## src/rtl/clock_pkg.sv

```systemverilog
// Shared constants, field encoding and field-rotation helper for the time keeper.
package clock_pkg;

  localparam int unsigned PRESCALE_MAX = 999;
  localparam logic [3:0]  SEP_CODE     = 4'hA;
  localparam int unsigned HOUR_MAX     = 23;
  localparam int unsigned MINSEC_MAX   = 59;

  typedef enum logic [1:0] {
    FIELD_HOUR = 2'd0,
    FIELD_MIN  = 2'd1,
    FIELD_SEC  = 2'd2
  } field_e;

  // Field selection order while setting the time: hour -> min -> sec -> hour.
  function automatic field_e next_field(input field_e f);
    case (f)
      FIELD_HOUR: next_field = FIELD_MIN;
      FIELD_MIN:  next_field = FIELD_SEC;
      default:    next_field = FIELD_HOUR;
    endcase
  endfunction

endpackage

```

## src/rtl/bcd_mod_counter.sv

```systemverilog
// Two-digit BCD counter 00..MAX_VAL, wrapping to 00; carry is high when an increment wraps.
module bcd_mod_counter #(
  parameter int unsigned MAX_VAL = 59
) (
  input  logic       i_clk,
  input  logic       i_rst,
  input  logic       i_inc,
  output logic       o_carry,
  output logic [7:0] o_value
);

  localparam logic [3:0] MAX_TENS  = 4'(MAX_VAL / 10);
  localparam logic [3:0] MAX_UNITS = 4'(MAX_VAL % 10);

  logic [3:0] r_tens;
  logic [3:0] r_units;
  logic       w_at_max;

  assign w_at_max = (r_tens == MAX_TENS) && (r_units == MAX_UNITS);
  assign o_carry  = i_inc & w_at_max;
  assign o_value  = {r_tens, r_units};

  // Advance one BCD step per increment request, wrapping at the field limit.
  always_ff @(posedge i_clk or posedge i_rst) begin
    if (i_rst) begin
      r_tens  <= '0;
      r_units <= '0;
    end else if (i_inc) begin
      if (w_at_max) begin
        r_tens  <= '0;
        r_units <= '0;
      end else if (r_units == 4'd9) begin
        r_tens  <= r_tens + 4'd1;
        r_units <= '0;
      end else begin
        r_units <= r_units + 4'd1;
      end
    end
  end

endmodule

```

## src/rtl/time_keeper.sv

```systemverilog
// 24-hour BCD clock on a 1 kHz clock, with key-driven time setting and a rotating digit scan.
module time_keeper
  import clock_pkg::*;
(
  input  logic        CP_1KHz,
  input  logic        CR,
  input  logic        adjust,
  input  logic        key_sel,
  input  logic        key_inc,
  output logic [31:0] display_time,
  output logic [7:0]  index,
  output logic [1:0]  adj_field,
  output logic        second_pulse
);

  logic [9:0] r_prescale;
  logic       r_sel_q;
  logic       r_inc_q;
  field_e     r_field;
  logic [7:0] r_index;
  logic       r_second_pulse;

  logic       w_tick;
  logic       w_sel_edge;
  logic       w_inc_edge;
  logic       w_sec_inc;
  logic       w_min_inc;
  logic       w_hour_inc;
  logic       w_sec_carry;
  logic       w_min_carry;
  logic       w_hour_carry_unused;
  logic [7:0] w_sec;
  logic [7:0] w_min;
  logic [7:0] w_hour;

  // Tick is gated by adjust so that entering set mode on the wrap cycle suppresses it.
  assign w_tick     = (r_prescale == 10'(PRESCALE_MAX)) & ~adjust;
  assign w_sel_edge = key_sel & ~r_sel_q & adjust;
  assign w_inc_edge = key_inc & ~r_inc_q & adjust;

  // Key increments touch only the selected field; carries propagate only on a run-mode tick.
  assign w_sec_inc  = w_tick | (w_inc_edge & (r_field == FIELD_SEC));
  assign w_min_inc  = (w_sec_carry & w_tick) | (w_inc_edge & (r_field == FIELD_MIN));
  assign w_hour_inc = (w_min_carry & w_tick) | (w_inc_edge & (r_field == FIELD_HOUR));

  bcd_mod_counter #(.MAX_VAL(MINSEC_MAX)) u_sec (
    .i_clk   (CP_1KHz),
    .i_rst   (CR),
    .i_inc   (w_sec_inc),
    .o_carry (w_sec_carry),
    .o_value (w_sec)
  );

  bcd_mod_counter #(.MAX_VAL(MINSEC_MAX)) u_min (
    .i_clk   (CP_1KHz),
    .i_rst   (CR),
    .i_inc   (w_min_inc),
    .o_carry (w_min_carry),
    .o_value (w_min)
  );

  bcd_mod_counter #(.MAX_VAL(HOUR_MAX)) u_hour (
    .i_clk   (CP_1KHz),
    .i_rst   (CR),
    .i_inc   (w_hour_inc),
    .o_carry (w_hour_carry_unused),
    .o_value (w_hour)
  );

  // Prescaler free-runs 0..999 in run mode and is parked at 0 while setting the time.
  always_ff @(posedge CP_1KHz or posedge CR) begin
    if (CR)                                     r_prescale <= '0;
    else if (adjust)                            r_prescale <= '0;
    else if (r_prescale == 10'(PRESCALE_MAX))   r_prescale <= '0;
    else                                        r_prescale <= r_prescale + 10'd1;
  end

  // Key history for edge detection, field selection, scan rotation and the second strobe.
  always_ff @(posedge CP_1KHz or posedge CR) begin
    if (CR) begin
      r_sel_q        <= 1'b0;
      r_inc_q        <= 1'b0;
      r_field        <= FIELD_HOUR;
      r_index        <= 8'h01;
      r_second_pulse <= 1'b0;
    end else begin
      r_sel_q        <= key_sel;
      r_inc_q        <= key_inc;
      r_index        <= {r_index[6:0], r_index[7]};
      r_second_pulse <= w_tick;
      if (!adjust)         r_field <= FIELD_HOUR;
      else if (w_sel_edge) r_field <= next_field(r_field);
    end
  end

  assign display_time = {w_hour, SEP_CODE, w_min, SEP_CODE, w_sec};
  assign index        = r_index;
  assign adj_field    = r_field;
  assign second_pulse = r_second_pulse;

endmodule
```

## config.mk

```make
export PLATFORM = sky130hd
export DESIGN_NAME = time_keeper
export DESIGN_NICKNAME = d
export VERILOG_FILES = /design/src/rtl/clock_pkg.sv /design/src/rtl/bcd_mod_counter.sv /design/src/rtl/time_keeper.sv
export SDC_FILE = /design/constraint.sdc
export NUM_CORES = 1
export LEC_CHECK = 0
export ABC_AREA = 1
export BUFFER_PORTS_ARGS = -buffer_cell sky130_fd_sc_hd__buf_2
export CORE_MARGIN = 4
export CORE_UTILIZATION = 25
export CTS_BUF_LIST = sky130_fd_sc_hd__clkbuf_2 sky130_fd_sc_hd__clkbuf_4 sky130_fd_sc_hd__clkbuf_8
export DETAILED_ROUTE_END_ITERATION = 16
export GPL_TIMING_DRIVEN = 0
export PLACE_DENSITY_LB_ADDON = 0.1
export SLEW_MARGIN = 25
export SYNTH_ARGS = -nofsm -noshare
export SYNTH_HDL_FRONTEND = slang
export SYNTH_SLANG_ARGS = --single-unit
```

## constraint.sdc

```tcl
create_clock -name CP_1KHz -period 3.05 [get_ports CP_1KHz]
set_clock_uncertainty 0.15 [all_clocks]
set_input_delay 0.305 -clock CP_1KHz [delete_from_list [all_inputs] [get_ports CP_1KHz]]
set_output_delay 0.305 -clock CP_1KHz [all_outputs]
set_load 0.01 [all_outputs]
```

# Word-level counts from Yosys, hierarchy flattened
# Index checks and enable logic that the tools add are counted.
[totals]
reg_bits = 47
out_inout_bits = 43
elab_cells = 75
[op_classes]
n_reduce_logical = 10
n_addsub = 7
n_eq_ne = 11
bitwise_logic = 18
mux = 17
[ops]
columns = ["cell", "n"]
rows = [
  ["4-bit 2-to-1 mux", 12],
  ["4-bit by 1-bit adder with 4-bit output (second input constant)", 6],
  ["10-bit 2-to-1 mux", 2],
  ["1-bit bitwise AND", 12],
  ["4-bit equality test (second input constant)", 3],
  ["10-bit by 1-bit adder with 10-bit output (second input constant)", 1],
  ["10-bit equality test (second input constant)", 1],
  ["4-bit by 2-bit equality test with 1-bit output (second input constant)", 2],
  ["4-bit by 3-bit equality test with 1-bit output (second input constant)", 2],
  ["2-bit AND reduction", 3],
  ["2-bit nonzero test", 3],
  ["2-bit 2-to-1 mux", 2],
  ["2-bit one-hot mux with 2 select lines", 1],
  ["1-bit logical AND", 3],
  ["1-bit inverter", 3],
  ["1-bit bitwise OR", 3],
  ["2-bit by 1-bit equality test with 1-bit output (second input constant)", 1],
  ["2-bit equality test (second input constant)", 1],
  ["2-bit zero test", 1],
  ["2-bit by 1-bit inequality test with 1-bit output (second input constant)", 1],
]

# Longest topological paths before layout
# Gate-level depths: netlist of run 1.
[depth]
ltp_word = 12
ltp_mapped = 11
depth_no_buf = 11

# Hierarchy
# Synthesis of run 1 repeated with hierarchy kept, for this count alone.
[unflattened]
hier_cells = 298
area_unflattened_um2 = 2566.2
[modules_own_cells]
columns = ["mod", "area_per_inst_um2", "cells_per_inst", "seq_area_each_um2", "n_inst"]
rows = [
  ["time_keeper", 1032.2, 113, 576.8, 1],
  ["bcd_mod_counter (u_min ...)", 514.2, 62, 200.2, 2],
  ["bcd_mod_counter (u_hour)", 505.5, 61, 200.2, 1],
]

# Least setup slack after synthesis of run 1
# OpenSTA, ideal clock, no wires.
[synth_path]
path_type = "register to register"
start = "register u_sec.r_units[1]"
end = "register u_min.r_units[3]"
path_stages_with_launch = 10
path_slack_ns = 1.395
synth_period_minus_slack_ns = 1.655
arrival_ns = 1.387
n_path_buf = 0
required_time_ns = 2.782
cell_sequence = "dfrtp_1 > inv_1 > ha_1 > nand3_1 > nor2_1 > nand2_1 > nand2_4 > nand2_2 > nor2_1 > nor2_2"
[synth_between]
elab_chain_cells = 5
[synth_rtl]
columns = ["element", "line_no", "source"]
rows = [
  ["start: declaration", "bcd_mod_counter.sv:16", "logic [3:0] r_units;"],
  ["start signal: assignment", "bcd_mod_counter.sv:36", "r_units <= r_units + 4'd1;"],
  ["4-bit equality test", "bcd_mod_counter.sv:19", "assign w_at_max = (r_tens == MAX_TENS) && (r_units == MAX_UNITS);"],
  ["1-bit logical AND", "bcd_mod_counter.sv:19", ""],
  ["1-bit bitwise AND", "bcd_mod_counter.sv:20", "assign o_carry = i_inc & w_at_max;"],
  ["1-bit bitwise AND", "time_keeper.sv:43", "assign w_min_inc = (w_sec_carry & w_tick) | (w_inc_edge & (r_field == FIELD_MIN));"],
  ["1-bit bitwise OR", "time_keeper.sv:43", ""],
  ["end signal: assignment", "bcd_mod_counter.sv:36", ""],
  ["end: declaration", "bcd_mod_counter.sv:16", ""],
]
# No other way between the ends.
# A chain may end at the register's enable or synchronous reset.

# Worst setup path after layout of run 1
[layout_path]
start = "register u_sec.r_units[1]"
end = "register u_hour.r_tens[2]"
[layout_between]
elab_chain_cells = 9
[layout_rtl]
columns = ["element", "line_no", "source"]
rows = [
  ["4-bit equality test", "bcd_mod_counter.sv:19", ""],
  ["1-bit logical AND", "bcd_mod_counter.sv:19", ""],
  ["1-bit bitwise AND", "bcd_mod_counter.sv:20", ""],
  ["1-bit bitwise AND", "time_keeper.sv:43", ""],
  ["1-bit bitwise OR", "time_keeper.sv:43", ""],
  ["1-bit bitwise AND", "bcd_mod_counter.sv:20", ""],
  ["1-bit bitwise AND", "time_keeper.sv:44", "assign w_hour_inc = (w_min_carry & w_tick) | (w_inc_edge & (r_field == FIELD_HOUR));"],
  ["1-bit bitwise OR", "time_keeper.sv:44", ""],
  ["2-bit AND reduction (no source line)", "n/a", ""],
  ["end signal: assignment", "bcd_mod_counter.sv:33", "r_tens <= r_tens + 4'd1;"],
  ["end: declaration", "bcd_mod_counter.sv:15", "logic [3:0] r_tens;"],
]
# No other way between the ends.

==> results of run 1 <==
[critical path: stages (launching register included)]
cell	delay (ns)
dfrtp_1	0.42
inv_1	0.08
ha_1	0.13
nand3_1	0.16
nor2_1	0.30
o211ai_1	0.14
nand2_2	0.12
buf_6	0.14
nand3_1	0.07
nand2_1	0.08
[flip-flops by register name, indices dropped and copies added, names as in the netlist]
signal          cells
adj_field           2
index               8
r_inc_q             1
r_prescale         10
r_sel_q             1
second_pulse        1
u_hour.r_tens       4
u_hour.r_units      4
u_min.r_tens        4
u_min.r_units       4
u_sec.r_tens        4
u_sec.r_units       4
[power groups by stage]
| stage | clock network (mW) | registers (mW) | logic [mW] |
|---|---|---|---|
| floorplan | 0 | 0.812 | 0.224 |
| global placement | 0 | 0.795 | 0.370 |
| detailed placement | 0 | 0.794 | 0.373 |
| CTS | 0.413 | 0.783 | 0.377 |
| global route | 0.443 | 0.799 | 0.428 |
| finish | 0.385 | 0.780 | 0.368 |
[kinds of logic (layout without fill, tap and decap cells)]
kind of cell / Yosys count / in the layout / synth area share [%]
adders and majority gates: 13 / 13 / 6.79
and+or+nand+nor: 125 / 125 / 24.7
DFF: 47 / 47 / 49.1
other: 2 / 8 / 0.313
xor gates and xnor gates: 12 / 12 / 4.38
AOI/OAI and AO/OA: 27 / 27 / 6.84
buffers and inverters: 40 / 90 / 7.88
[routing by layer]
metal	global-route usage (%)	part of all wire [%]	up-vias
met2	15.5	45	34
met3	2.98	5.5	7
met1	12.3	48	796
met4	2.78	0.92	0
li1	-	-	943
met5	0	0	-
[stage by stage]
step                      power, mW  std cells  setup slack, ns
final                          1.53        451             1.18
after detailed placement       1.17        440             1.16
after global routing           1.67        451            0.922
after floorplan                1.04        272             1.40
after global placement         1.16        440            0.618
after CTS                      1.57        451             1.14
[worst min path at each step]
stage | endpoint | slack [ns] | depth (start not counted)
CTS | index[2] | 0.24 | 0
floorplan | r_inc_q | 0.19 | 0
detailed placement | index[2] | 0.21 | 0
finish | index[2] | 0.23 | 0
global placement | index[2] | 0.21 | 0
global route | index[4] | 0.25 | 0
[layout make-up]
cell class,count,share of cell area (%)
inverters,30,3.97
flip-flops and latches,47,40.6
plain buffers,10,2.63
clock inverters,3,0.691
multi-input cells,185,36.4
clock buffers,5,2.37
repair buffers,42,7.77
well taps,129,5.57
[cells in the final DEF (no fill, tap or decap)]
cell,synthesis,routed
a21oi_1,3,3
and3_1,1,1
buf_2,1,40
buf_4,8,8
buf_6,1,1
clkbuf_8,0,5
clkinv_2,0,1
clkinvlp_4,0,2
conb_1,2,8
dfrtp_1,46,46
dfstp_2,1,1
dlygate4sd3_1,0,3
ha_1,13,13
inv_1,30,29
inv_4,0,1
nand2_1,42,42
nand2_2,3,3
nand2_4,3,3
nand3_1,21,21
nand3_2,1,1
nand3b_1,3,3
nand4_1,2,2
nor2_1,31,31
nor2_2,3,3
nor3_1,6,6
nor3b_1,1,1
nor4_1,1,1
o211ai_1,1,1
o21ai_0,17,17
o21ai_1,4,4
o21ai_2,1,1
o32ai_4,1,1
or2_2,6,6
or3b_2,1,1
xnor2_1,2,2
xor2_1,10,10
==> results_dict.tcl, run 1 <==
set metrics [dict create \
    status "complete, no violations" \
    ctsLongestPathBuffers 2 \
    worstReg2RegStart "u_sec.r_units[1]" \
    syn-cell-area_sq_um 2400 \
    slew_headroom_pct 58.6 \
    path_clk_slew_ns 0.10 \
    ys_types 31 \
    clock_latency_ns 0.30 \
    hold_path.startpoint "index[1]" \
    whs_ns 0.234 \
    critical_path_arrival_ns 1.96 \
    cts_resized 0 \
    swShare_pct 34.0 \
    critPathCapture "u_hour.r_tens[2]" \
    syn_area_per_cell_sq_um 9.01 \
    cts_root_buf "clkbuf_8" \
    io_pins 48 \
    place_hpwl_um 3560 \
    port_buffers 39 \
    fillers 1009 \
    grt_use_total_pct 9.55 \
    ys_ff_latch 47 \
    cts_tree "yes" \
    path_max_fanout 10 \
    layout_min_cycle_time_ns 1.87 \
    clkSinkCount 47 \
    ys_seq_area_share_pct 49.1 \
    yosysTopAreaCell "dfrtp_1" \
    rows 35 \
    p_switching_mw 0.522 \
    max_freq_ghz 0.534 \
    rr_worst_depth 9 \
    coreArea_sq_um 9280 \
    r2r_setup_slack_ns 1.18 \
    worstMarginPinSlew_ns 0.622 \
    r2r-end "u_hour.r_tens[2]" \
    irDropWorstVdd_v 0.000163 \
    async_flop_share_pct 100 \
    synthFlopType "dfrtp_1" \
    grt-ovfl-total 0 \
    ys_top_cells_by_count "dfrtp_1, nand2_1, nor2_1" \
    p_clk_share_pct 25.1 \
    grt_pass1_vias 1761 \
    ant_nets 0 \
    combPwrFrac_pct 24.0 \
    gp_congestion 0.765 \
    area_growth_pct 20.9 \
    finalHoldViolations 0 \
    antenna_found_initial 0 \
    synth_edf_count 0 \
    maxCapViolCount 0 \
    synth.most_common_cell "dfrtp_1" \
    cp-startpoint "u_sec.r_units[1]" \
    wl_per_cell_um 11.0 \
    seq_power_share_pct 50.9 \
    placed_area_sq_um 2780 \
    remaining_drc_errors 0 \
    synth_warnings 0 \
    viasPerCell 3.95 \
    die_h_um 106 \
    powerDensity_nw_per_um2 529 \
    final-max-slew-violation-count 0 \
    drt_iter0_markers 64 \
    h-tree-depth 2 \
    die_area_sq_um 11200 \
    numCtsBuffers 5 \
    final_nets 339 \
    initial_core_util_pct 25.8 \
    leakage_nw 1.49 \
    grt_pass1_wl_um 8650 \
    postCtsSetupBuffers 0 \
    multi_input_area_sq_um 1050 \
    rsz0062_at_grt "false" \
    postCtsHoldBufs 3 \
    crit_type "reg -> reg" \
    fin_crit_sh_pct 61.4 \
    cp.required_ns 3.14 \
    critPathCaptureType "register" \
    drt_wl_total_um 4980 \
    grt_max_degree 48 \
    antennaDiodeCount 0 \
    synth_top_cell_area_share_pct 48.0 \
    final.setup.tns_ns 0 \
    regArea_sq_um 1180 \
    p_int_mw 1.01 \
    postSynthCellCount 266 \
    min_path_type "reg -> reg" \
    drive_above_1_share_pct 24.2 \
    crit_path_start_kind "register" \
    die_w_um 106 \
    fin_area_sq_um 2900 \
    drt-pass1-iter-count 4 \
    synth_area_leaders "dfrtp_1, ha_1, nand2_1" \
    setup_viol_count_final 0 \
    fin_util_pct 31.2 \
    vias 1780 \
]
No activity file was read; power rests on OpenSTA's default activity.
==> run 2: changes to the inputs <==
==> constraint.sdc (replaced) <==
create_clock -name CP_1KHz -period 1.58 [get_ports CP_1KHz]
set_clock_uncertainty 0.15 [all_clocks]
set_input_delay 0.158 -clock CP_1KHz [delete_from_list [all_inputs] [get_ports CP_1KHz]]
set_output_delay 0.158 -clock CP_1KHz [all_outputs]
set_load 0.01 [all_outputs]
==> results_dict.tcl, run 2 (synthesis gave the netlist of run 1 again) <==
set metrics [dict create \
    vias 1908 \
    largest_reg_flops 10 \
    grt_pass1_wl_um 8610 \
    drive_above_1_share_pct 39.1 \
    dp_cells 440 \
    critPathCaptureType "register" \
    layout_common_cells "dfrtp_1, buf_2, inv_1, nand2_1, nor2_1" \
    crit_path_start_kind "register" \
    setup_viol_count_final 16 \
    critical_path_arrival_ns 1.79 \
    ctsLongestPathBuffers 2 \
    dp_slack_ns -0.219 \
    cp.required_ns 1.66 \
    viasPerCell 4.03 \
    final-max-slew-violation-count 0 \
    port_buffers 39 \
    layout_min_cycle_time_ns 1.71 \
    slowest_delay_ns 0.41 \
    remaining_drc_errors 0 \
    ant_nets 0 \
    path_clk_slew_ns 0.09 \
    rows 35 \
    drt_iter0_markers 44 \
    violations "setup timing" \
    maxCapViolCount 0 \
    regMostFlops "r_prescale" \
    die_w_um 106 \
    crit_type "reg -> reg" \
    die_area_sq_um 11200 \
    grt_pass1_vias 1798 \
    cts_tree "yes" \
    drt-pass1-iter-count 4 \
    drt_wl_total_um 5270 \
    clock_latency_ns 0.30 \
    status "finished with violations" \
    h-tree-depth 2 \
    rsz0062_at_grt "true" \
    grt_use_total_pct 9.39 \
    final_nets 362 \
    area_growth_pct 38.0 \
    min_path_type "in -> reg" \
    wl_per_cell_um 11.1 \
    io_pins 48 \
    cp_slowest_cell "dfrtp_1" \
    finalHoldViolations 0 \
    power_mw 3.26 \
    setup_ws_ns -0.127 \
    fin_crit_sh_pct 108 \
    grt-ovfl-total 0 \
    irDropWorstVdd_v 0.000348 \
    path_max_fanout 5 \
    powerDensity_nw_per_um2 986 \
    cts_root_buf "clkbuf_8" \
    grt_max_degree 48 \
    critical_path_buf_inv_count 2 \
    cpLargestDelayFamily "simple AND/OR/NAND/NOR gates" \
    die_h_um 106 \
    clkSinkCount 47 \
    leakage_nw 1.69 \
    initial_core_util_pct 25.8 \
    gp_congestion 0.740 \
    coreArea_sq_um 9280 \
    final_common_cell "dfrtp_1" \
    antennaDiodeCount 0 \
    final_cells 474 \
    crit_chain "inv_2 > ha_4 > nand3_4 > nor2_4 > o211ai_1 > nand2_2 > buf_6 > nand3_1 > nand2_1" \
    place_hpwl_um 3490 \
    numCtsBuffers 5 \
    slew_headroom_pct 60.3 \
    worstMarginPinSlew_ns 0.596 \
    antenna_found_initial 0 \
    max_freq_ghz 0.586 \
]
## run 2: cell count changes in the layout (fill, tap and decap cells not counted), moves of 3 or more
cell     before  now
nand3_2       1    5
o21ai_2       1    5
nand2_1      42   28
nor2_1       31   28
nand3_1      21   15
nand2_4       3    7
buf_4         8   26
nand2_2       3   12
o21ai_1       4   10
buf_6         1    5
o21ai_0      17    6
nor2_4        0    4
## run 2: per-stage QoR
step / utilization (%) / TNS (ns) / area, sq um / hold slack (ns)
detailed placement: 30.0 / -3.48 / 2790 / 0.141
CTS: 32.7 / -1.79 / 3040 / 0.159
global route: 35.6 / -4.05 / 3310 / 0.201
floorplan: - / -0.0324 / 2430 / 0.0394
global placement: 30.0 / -32.65 / 2790 / 0.150
finish: 35.6 / -1.45 / 3310 / 0.185
## run 2: final cells by class
class | count | area, sq um
Tap cell | 129 | 161
Multi-Input combinational cell | 186 | 1270
Timing Repair Buffer | 64 | 405
Inverter | 30 | 115
Sequential cell | 47 | 1180
Fill cell | 1001 | 5970
Clock buffer | 8 | 104
Buffer | 10 | 76.3
## run 2: timing repair
action                                  CTS  global route
buffers inserted                          8            13
endpoints found under the setup margin   27            29
resized for setup                        18            45
hold buffers                              3             0
hold endpoints to repair                 48             0
pin swaps                                 9            18
cloned                                    1             1
## run 2: final timing paths
path	start	to	slack, ns	depth (start not counted)
setup / recovery	u_sec.r_units[1]	u_hour.r_tens[1]	-0.13	9
hold / removal	adjust	r_prescale[2]	0.19	3
setup reg to reg	u_sec.r_units[1]	u_hour.r_tens[1]	-0.13	9
hold reg to reg	index[7]	index[0]	0.22	0
max in group asynchronous	CR	u_min.r_tens[0]	0.52	3
min in group asynchronous	CR	u_hour.r_units[3]	0.34	3
## run 2: worst register-to-register path, cell delays in order (launching register included)
cell      delay, ns
dfrtp_1        0.41
inv_2          0.10
ha_4           0.15
nand3_4        0.10
nor2_4         0.21
o211ai_1       0.12
nand2_2        0.13
buf_6          0.14
nand3_1        0.06
nand2_1        0.07
## run 2: power breakdown
part / internal (mW) / total (mW) / switching [mW] / leakage [nW]
registers: 1.34 / 1.51 / 0.172 / 0.620
logic: 0.411 / 0.932 / 0.521 / 1.02
clock network: 0.417 / 0.820 / 0.402 / 0.0549
## run 2: per-layer routing
metal	track usage, %	up-vias	part of all wire [%]
li1	-	992	-
met2	15.0	34	47
met4	2.78	0	0.47
met1	12.5	878	48
met5	0	-	0
met3	2.49	4	4.2
==> run 3: changes to the inputs <==
--- a/config.mk
+++ b/config.mk
@@ -9,7 +9,7 @@
 export BUFFER_PORTS_ARGS = -buffer_cell sky130_fd_sc_hd__buf_2
 export CORE_MARGIN = 4
 export CORE_UTILIZATION = 25
-export CTS_BUF_LIST = sky130_fd_sc_hd__clkbuf_2 sky130_fd_sc_hd__clkbuf_4 sky130_fd_sc_hd__clkbuf_8
+export CTS_BUF_LIST = sky130_fd_sc_hd__clkbuf_8
 export DETAILED_ROUTE_END_ITERATION = 16
 export GPL_TIMING_DRIVEN = 0
 export PLACE_DENSITY_LB_ADDON = 0.1
==> results_dict.tcl, run 3 (synthesis gave the netlist of run 1 again) <==
set metrics [dict create \
    critPathCaptureType "register" \
    initial_core_util_pct 25.8 \
    cp_slowest_cell "dfrtp_1" \
    worstReg2RegStart "u_sec.r_units[1]" \
    routed.top_layer "met4" \
    min_path_type "in -> reg" \
    regMostFlops "r_prescale" \
    area_growth_pct 37.9 \
    cp.required_ns 1.66 \
    die_w_um 106 \
    grt_pass1_wl_um 8610 \
    crit_path_start_kind "register" \
    antennaDiodeCount 0 \
    rsz0062_at_grt "true" \
    worstSetupPathDepth 9 \
    drt-pass1-iter-count 4 \
    antenna_found_initial 0 \
    wl_met2_um 2470 \
    cts_root_buf "clkbuf_8" \
    grt-ovfl-total 0 \
    met1Wirelength_um 2550 \
    layout_min_cycle_time_ns 1.71 \
    fin_util_pct 35.6 \
    wl_per_cell_um 11.1 \
    leakage_nw 1.69 \
    clock_latency_ns 0.30 \
    path_clk_slew_ns 0.09 \
    grt_pass1_vias 1798 \
    fin_area_sq_um 3310 \
    vias 1908 \
    max_freq_ghz 0.586 \
    ant_nets 0 \
    critical_path_buf_inv_count 2 \
    r2r-end "u_hour.r_tens[1]" \
    hold_path_depth 3 \
    slew_headroom_pct 60.3 \
    path_max_fanout 5 \
    maxCapViolCount 0 \
    coreArea_sq_um 9280 \
    place_hpwl_um 3490 \
    hold_path.startpoint "adjust" \
    drt_iter0_markers 44 \
    rr_worst_depth 9 \
    drive_above_1_share_pct 38.8 \
    io_pins 48 \
    drt_wl_total_um 5270 \
    crit_chain "inv_2 > ha_4 > nand3_4 > nor2_4 > o211ai_1 > nand2_2 > buf_6 > nand3_1 > nand2_1" \
    die_h_um 106 \
    dp_cells 440 \
    critical_path_arrival_ns 1.79 \
    clkSinkCount 47 \
    min_to "r_prescale[2]" \
    layout_common_cells "dfrtp_1, buf_2, inv_1" \
    powerDensity_nw_per_um2 981 \
    crit_type "reg -> reg" \
    gp_congestion 0.740 \
    status "finished with violations" \
    rows 35 \
    h-tree-depth 2 \
    placed_area_sq_um 2790 \
    die_area_sq_um 11200 \
    grt_use_total_pct 9.39 \
    final_cells 474 \
    numCtsBuffers 5 \
    power_mw 3.24 \
    remaining_drc_errors 0 \
    setup_ws_ns -0.127 \
    final-max-slew-violation-count 0 \
    fin_crit_sh_pct 108 \
    cts_tree "yes" \
    worstMarginPinSlew_ns 0.596 \
    irDropWorstVdd_v 0.000348 \
    ctsLongestPathBuffers 2 \
    violations "setup timing" \
    slowest_delay_ns 0.41 \
    r2r_setup_slack_ns -0.13 \
    viasPerCell 4.03 \
    fillers 1001 \
    largest_reg_flops 10 \
    finalHoldViolations 0 \
    final_common_cell "dfrtp_1" \
    grt_max_degree 48 \
    port_buffers 39 \
    final_nets 362 \
    dr_wl_met3_um 222 \
    setup_viol_count_final 16 \
    cpLargestDelayFamily "simple AND/OR/NAND/NOR gates" \
]
==> run 3: area by class of cell <==
| type | count | area, sq um | area share, % |
|---|---|---|---|
| buffer | 10 | 76.3 | 2.31 |
| clock buffer | 7 | 96.3 | 2.91 |
| clock inverter | 1 | 3.75 | 0.114 |
| inverter | 30 | 115 | 3.48 |
| timing repair buffer | 64 | 405 | 12.3 |
| tap | 129 | 161 | 4.88 |
| sequential | 47 | 1180 | 35.7 |
| multi-input combinational | 186 | 1270 | 38.4 |
==> run 3: worst max-delay path by stage <==
stage,from,to,slack (ns)
6_report,u_sec.r_units[1],u_hour.r_tens[1],-0.13
5_1_grt,r_prescale[5],u_hour.r_units[3],-0.24
4_1_cts,r_prescale[1],u_hour.r_tens[1],-0.13
3_5_place_dp,u_sec.r_units[1],u_hour.r_tens[1],-0.22
3_3_place_gp,CR,u_min.r_tens[2],-0.62
2_1_floorplan,u_sec.r_units[1],u_min.r_units[3],-0.01
==> run 3: power breakdown <==
| group | switching [mW] | internal (mW) | total, mW | leakage [nW] |
|---|---|---|---|---|
| sequential | 0.172 | 1.34 | 1.51 | 0.620 |
| clock | 0.402 | 0.394 | 0.796 | 0.0557 |
| combinational | 0.521 | 0.411 | 0.932 | 1.02 |
| total | 1.09 | 2.15 | 3.24 | 1.69 |
==> run 3: metrics by stage <==
step	worst slack, ns	TNS, ns	hold slack, ns
6_report	-0.127	-1.45	0.185
5_1_grt	-0.240	-4.05	0.201
4_1_cts	-0.127	-1.79	0.159
3_5_place_dp	-0.219	-3.48	0.141
3_3_place_gp	-0.625	-32.65	0.150
2_1_floorplan	-0.0120	-0.0324	0.0394
==> run 3: tightest hold or removal path, cell delays in order <==
cell,delay (ns)
buf_2,0.10
buf_2,0.25
nor3_1,0.09
==> run 3: timing repair <==
| action | CTS | global route |
|---|---|---|
| gates resized for setup | 18 | 45 |
| hold buffers | 3 | 0 |
| cloned | 1 | 1 |
| pin swaps | 9 | 18 |
| hold endpoints to repair | 48 | 0 |
| setup endpoints to repair | 27 | 29 |
| setup buffers | 8 | 13 |
==> run 3: metal layers <==
layer / vias to the layer above / GRT usage [%]
met3: 4 / 2.49
met2: 34 / 15.0
met1: 878 / 12.5
li1: 992 / -
met4: 0 / 2.78
met5: - / 0
